**config.mk**
```make
export PLATFORM = sky130hd
export DESIGN_NAME = aes_host_driver
export DESIGN_NICKNAME = d
export VERILOG_FILES = /design/src/rtl/aes_host_driver.sv
export SDC_FILE = /design/constraint.sdc
export NUM_CORES = 2
export LEC_CHECK = 0
export BUFFER_PORTS_ARGS = -buffer_cell sky130_fd_sc_hd__buf_4
export CAP_MARGIN = 10
export CORE_AREA = 2 2 357 359
export CTS_CLUSTER_SIZE = 8
export DETAILED_ROUTE_END_ITERATION = 10
export DIE_AREA = 0 0 359 361
export PLACE_DENSITY = 0.51
export SLEW_MARGIN = 10
export SYNTH_ARGS = -nofsm -noshare
export SYNTH_HDL_FRONTEND = slang
export SYNTH_SLANG_ARGS = --single-unit
```
**constraint.sdc**
```tcl
create_clock -name clk -period 5.8 [get_ports clk]
set_clock_uncertainty 0.1 [all_clocks]
set_input_delay 0.87 -clock clk [delete_from_list [all_inputs] [get_ports clk]]
set_output_delay 0.87 -clock clk [all_outputs]
set_load 0.02 [all_outputs]
```
**src/rtl/aes_host_driver.sv**
```systemverilog
// aes_host_driver: runs one upstream job at a time through the AES core command port and returns the result
module aes_host_driver #(
    parameter logic [4:0] OPC_KEY = 5'd0,
    parameter logic [4:0] OPC_ENC = 5'd1,
    parameter int TIMEOUT = 1024
) (
    input  logic         clk,
    input  logic         reset,
    input  logic         job_valid,
    output logic         job_ready,
    input  logic [255:0] job_key,
    input  logic [127:0] job_block,
    input  logic         job_new_key,
    output logic         aes_input_valid,
    input  logic         aes_input_ready,
    output logic [4:0]   aes_opcode,
    output logic [255:0] aes_data_in,
    input  logic         aes_busy,
    input  logic         aes_output_valid,
    output logic         aes_output_ready,
    input  logic [127:0] aes_data_out,
    output logic         res_valid,
    input  logic         res_ready,
    output logic [127:0] res_data,
    output logic         res_err,
    output logic         key_loaded
);
    localparam int CW = $clog2(TIMEOUT + 1);
    typedef enum logic [2:0] {IDLE, SEND_KEY, WAIT_KEY, SEND_BLK, WAIT_RES, ERR, DELIVER} state_t;
    state_t state, state_nx;
    logic [255:0] key_q, stored_key;
    logic [127:0] blk_q;
    logic [CW-1:0] cnt;
    logic out_of_reset;
    logic timed_out;
    assign timed_out = cnt == CW'(TIMEOUT - 1);
    // next state and command/handshake outputs decoded from the current state
    always_comb begin
        state_nx = state;
        job_ready = (state == IDLE) && out_of_reset;
        aes_input_valid = (state == SEND_KEY) || (state == SEND_BLK);
        aes_opcode = (state == SEND_KEY) ? OPC_KEY : (state == SEND_BLK) ? OPC_ENC : 5'd0;
        aes_data_in = (state == SEND_KEY) ? key_q : (state == SEND_BLK) ? {128'd0, blk_q} : 256'd0;
        aes_output_ready = state == WAIT_RES;
        res_valid = state == DELIVER;
        unique case (state)
            IDLE:     if (job_valid && out_of_reset)
                          state_nx = (job_new_key || !key_loaded || job_key != stored_key) ? SEND_KEY : SEND_BLK;
            SEND_KEY: if (aes_input_ready) state_nx = WAIT_KEY;
            WAIT_KEY: state_nx = !aes_busy ? SEND_BLK : timed_out ? ERR : WAIT_KEY;
            SEND_BLK: if (aes_input_ready) state_nx = WAIT_RES;
            WAIT_RES: state_nx = aes_output_valid ? DELIVER : timed_out ? ERR : WAIT_RES;
            ERR:      state_nx = DELIVER;
            DELIVER:  if (res_ready) state_nx = IDLE;
            default:  state_nx = IDLE;
        endcase
    end
    // state register, job latch, wait counter, key tracking and result register
    always_ff @(posedge clk) begin
        if (reset) begin
            state <= IDLE;
            out_of_reset <= 1'b0;
            key_q <= '0;
            blk_q <= '0;
            stored_key <= '0;
            key_loaded <= 1'b0;
            cnt <= '0;
            res_data <= '0;
            res_err <= 1'b0;
        end else begin
            state <= state_nx;
            out_of_reset <= 1'b1;
            if (job_valid && job_ready) begin
                key_q <= job_key;
                blk_q <= job_block;
            end
            if (aes_input_valid && aes_input_ready)
                cnt <= '0;
            else if ((state == WAIT_KEY || state == WAIT_RES) && cnt != '1)
                cnt <= cnt + CW'(1);
            if (state == WAIT_KEY && !aes_busy) begin
                key_loaded <= 1'b1;
                stored_key <= key_q;
            end
            if (state == WAIT_RES && aes_output_valid) begin
                res_data <= aes_data_out;
                res_err <= 1'b0;
            end
            if (state == ERR) begin
                res_data <= '0;
                res_err <= 1'b1;
                key_loaded <= 1'b0;
            end
        end
    end
endmodule

```
* After elaboration in Yosys (flattened, before gate mapping)
Index checks and enable logic that the tools add are counted.
** Storage, ports and cells
- Register bits after elaboration :: 785
- Bits in latches :: 0
- Bits in writable memories :: 0
- ROM bits :: 0
- Output and inout port bits :: 395
- Logic and storage cells :: 58
- Memories :: 0
** Cells by class
- Add/sub/neg operators :: 1
- $mul :: 0
- Divide/modulo/power cells :: 0
- Order comparisons :: 0
- Equality and inequality tests :: 13
- Shift-type cells :: 0
- Mux-type cells :: 17
- Bitwise logic cells :: 0
- Reductions and logical operators :: 18
** Operator list (count)
- $mux W256 :: 1
- $ne A256 B256 Y1 :: 1
- $mux W128 :: 1
- $pmux W3 S7 :: 1
- $mux W3 :: 6
- $add A11 B1 Y11 const B :: 1
- $eq A11 B10 Y1 const B :: 1
- $ne A11 B11 Y1 const B :: 1
- $eq A3 B3 Y1 const B :: 3
- $logic_and A1 B1 Y1 :: 7
- $eq A3 B2 Y1 const B :: 2
- $mux W1 :: 6
- $logic_or A1 B1 Y1 :: 4
- $mux W2 :: 2
- $ne A2 B1 Y1 const B :: 2
- $ne A2 B2 Y1 const B :: 2
- $reduce_and A4 Y1 :: 1
- $reduce_or A2 Y1 :: 2
- $eq A3 B1 Y1 const B :: 1
- $logic_not A3 Y1 :: 1
- $logic_not A1 Y1 :: 2
- $reduce_bool A2 Y1 :: 1

* Depth between registers and ports, before layout
- Depth in word-level cells :: 6
- Gate-level depth with buffers :: 8
- Mapped depth without buffers :: 7

* Worst setup path before layout
Ideal clock, no wire load.
- Path kind :: reg-to-output
- Start point :: register state[1]
- End point :: output port aes_data_in[100]
- Arrival :: 1.743 ns
- Slack :: 3.087 ns
- Stages on the path, launching flop included :: 6
- Buffers on the path :: 3
- Cell sequence :: dfxtp_1 > buf_2 > clkbuf_1 > clkbuf_1 > mux2i_1 > nor2_1
** Between the ends
- Cells in the longest elaborated chain, start to end :: 3
- Elaborated cells on any way between the ends :: 4
** Ends and longest elaborated chain
- from (decl) :: RTL line 30 : state_t state, state_nx;
- from (signal assigned) :: RTL line 71 : state <= state_nx;
- $eq A3 B2 Y1 :: RTL line 43 : aes_data_in = (state == SEND_KEY) ? key_q : (state == SEND_BLK) ? {128'd0, blk_q} : 256'd0;
- $mux W128 :: RTL line 43
- $mux W256 * :: RTL line 43
- to (decl) :: RTL line 17 : output logic [255:0] aes_data_in,
Mark *: on every way between the ends. The rest lies on a longest branch, timed or not.

* Worst setup path after layout
- Start point :: register state[0]
- End point :: output port aes_data_in[211]
** Between the ends
- Cells in the longest elaborated chain, start to end :: 2
** Ends and longest elaborated chain (RTL line)
- $eq A3 B1 Y1 :: 43
- $mux W256 :: 43
No other way between the ends.

==> metrics <==
status complete, no violations; # IOs around 900; Placed Cells approximately 6,600; RSZ-0062 raised after global routing no; CTS HTree Levels 3; minimum clock period 4.59 ns; Yosys warning count 0; final setup fails 0; cts bufs inserted 110; Fmax 218 MHz; Final Hold Viols 0; dpl cell area about 40,000 um^2; Pwr Total about 0.013 W; Mapped Avg Cell Area 7.57 um^2; CTS max path bufs 3; Synth Flop Type dfxtp_1; Total GRT Usage 26.3%; cell with the most instances after synthesis nand2_1; final WL 179,000 um; DR pass1 iterations 8; RePlAce Congestion around 0.93; worst r2r src state[1]$_SDFFE_PP0P_; crit share post-route between 70% and 80%; Arr. time, crit path about 3.6 ns; Post-Synthesis Cells ~4,400; Core ar. 125,000 um^2; Commonest cells post-synth nand2_1, dfxtp_1, a21oi_1; GRT overflow 0; IO Port Bufs 910; Seq cells post-synth ~790; post-layout instance area 44,300 um^2; antenna violations before repair 53; Area contributors post-synth dfxtp_1, nand2_1, a21oi_1, mux2i_1, clkbuf_1; CP required between 4 and 5 ns; worst vdd ir 0.000235 V; Slew HR between 20% and 30%; first-pass GRT wire length 243,000 um; Die W 359 um; final hold slack 0.294 ns; hold-fix buffer count after cts 0; Layout Nets 5,632; Worst-Margin Slew 1.19 ns; Yosys top cell by area dfxtp_1; Setup crit start state[0]$_SDFFE_PP0P_; starting density of the core 26.4%; initial DRC count 2,698; sequential share of the synthesized area 47.6%; CTS root buf clkbuf_16; CTS tree built; clk sinks 785; Netlist cell types 45; startpoint types flip-flop; Slew Limit Fails 0; Die Span Y roughly 360 um; area grow syn2layout 34.1%; Synth top area share between 40 and 50%; Hold Crit Start job_block[121]; Routed wire per std cell 26.3 um; Leak 17.0 nW; Worst-path clk slew approximately 0.050 ns; placement row count 130; via count 33,300; synthesized cell area 33,000 um^2; Post CTS Setup Buffer Count 0; maxcap violations 0; endpoint class of the critical path output pin; ANT nets after route 0; worst min path class in2reg; fin cells 6,802; largest net degree at the start of global routing 201; layout cell share with drive strength beyond 1 21.3%; vias in the first global route 31,700; TNS Setup 0 ns; post-CTS sizing 0; crit-path max FO 85; dpl hpwl around 140,000 um; drt drc 0; async set-reset flop share out of synthesis 0%; die footprint about 130,000 um^2; PwrDens 294 nW/um^2; vias per cell 4.89; Clock Latency Late Sink between 0.7 and 0.8 ns; Worst Setup Path Type reg2out; fillers 13,300; EDFF count, synth 0
registers in the layout, indices dropped and copies added, names as in the netlist:
| register | cells |
|---|---|
| key_loaded | 1 |
| stored_key | 256 |
| out_of_reset | 1 |
| res_err | 1 |
| blk_q | 128 |
| key_q | 256 |
| state | 3 |
| cnt | 11 |
| res_data | 128 |
cells in the final DEF (no fill, tap or decap), types with 3 or more instances in the layout:
master,n
and3_1,129
a221oi_1,4
o221ai_1,3
nand3_1,5
nand2_1,1548
o22ai_1,26
mux2i_1,129
conb_1,4
nand2b_1,38
a21oi_1,776
buf_4,933
nand4_1,32
a22o_1,8
a2111o_1,17
buf_12,16
nor4_2,3
nor2b_1,57
or3_1,4
or4_1,3
clkbuf_8,4
diode_2,23
nor4_1,31
inv_1,88
clkbuf_16,113
nor3_1,6
o2bb2ai_1,4
o2111ai_1,14
xor2_1,52
clkbuf_1,7
xnor2_1,101
a2111oi_0,3
nor2_1,150
dfxtp_1,784
nand2_4,3
a211oi_1,4
critical path, cell delays in order (launching register included):
cell      delay (ns)
dfxtp_1         0.60
nand2b_4        0.39
inv_4           0.83
buf_4           0.49
and3_1          0.31
buf_4           0.18
report_power, final:
group	leakage, nW	switching (W)	total, W	internal [W]
Sequential	6.36	0.000148	0.00569	0.00555
Combinational	9.17	0.000799	0.00129	0.000487
Clock	1.48	0.00252	0.00604	0.00352
Total	17.0	0.00347	0.0130	0.00955
layout make-up:
type	count	area, um^2	share of cell area (%)
clock inverters	6	116	0.263
flip-flops and latches	785	15700	35.5
multi-input cells	3174	15800	35.6
inverters	90	343	0.774
repair buffers	950	7340	16.6
well taps	1650	2060	4.66
clock buffers	124	2910	6.57
diodes	23	57.6	0.130
logic make-up (layout without fill, tap and decap cells):
kind of cell               Yosys count  in the layout  share of synthesized area (%)
AOI/OAI and AO/OA                  870            870                           14.1
and+or+nand+nor                   2017           2017                           25.3
xor gates and xnor gates           153            153                           4.06
other                                1             27                         0.0113
muxes                              129            129                           3.91
DFF                                785            785                           47.6
buffers and inverters              412           1170                           4.94
adders and majority gates            1              1                         0.0379
per-stage QoR:
| stage | setup slack (ns) | utilization (%) |
|---|---|---|
| 5_1_grt | 1.05 | 35.3 |
| 2_1_floorplan | 3.09 | - |
| 4_1_cts | 1.14 | 35.3 |
| 3_3_place_gp | 1.67 | 32.9 |
| 3_5_place_dp | 1.64 | 32.9 |
| 6_report | 1.21 | 35.3 |
layer usage:
| layer | up-vias | wire, um | global-route usage (%) |
|---|---|---|---|
| met2 | 1176 | 87500 | 45.5 |
| met4 | 50 | 9270 | 13.7 |
| met3 | 309 | 13200 | 7.08 |
| li1 | 15800 | - | - |
| met1 | 16000 | 68500 | 29.6 |
| met5 | - | 323 | 0 |
worst paths after layout:
kind / endpoint / slack, ns / cells past startpoint
setup / recovery: aes_data_in[211] / 1.21 / 5
hold / removal: blk_q[121]$_SDFFE_PP0P_ / 0.29 / 3
setup reg to reg: stored_key[89]$_SDFFE_PP0P_ / 2.00 / 6
hold reg to reg: res_data[23]$_SDFFE_PP0P_ / 0.35 / 2
No activity file was read; power rests on OpenSTA's default activity.
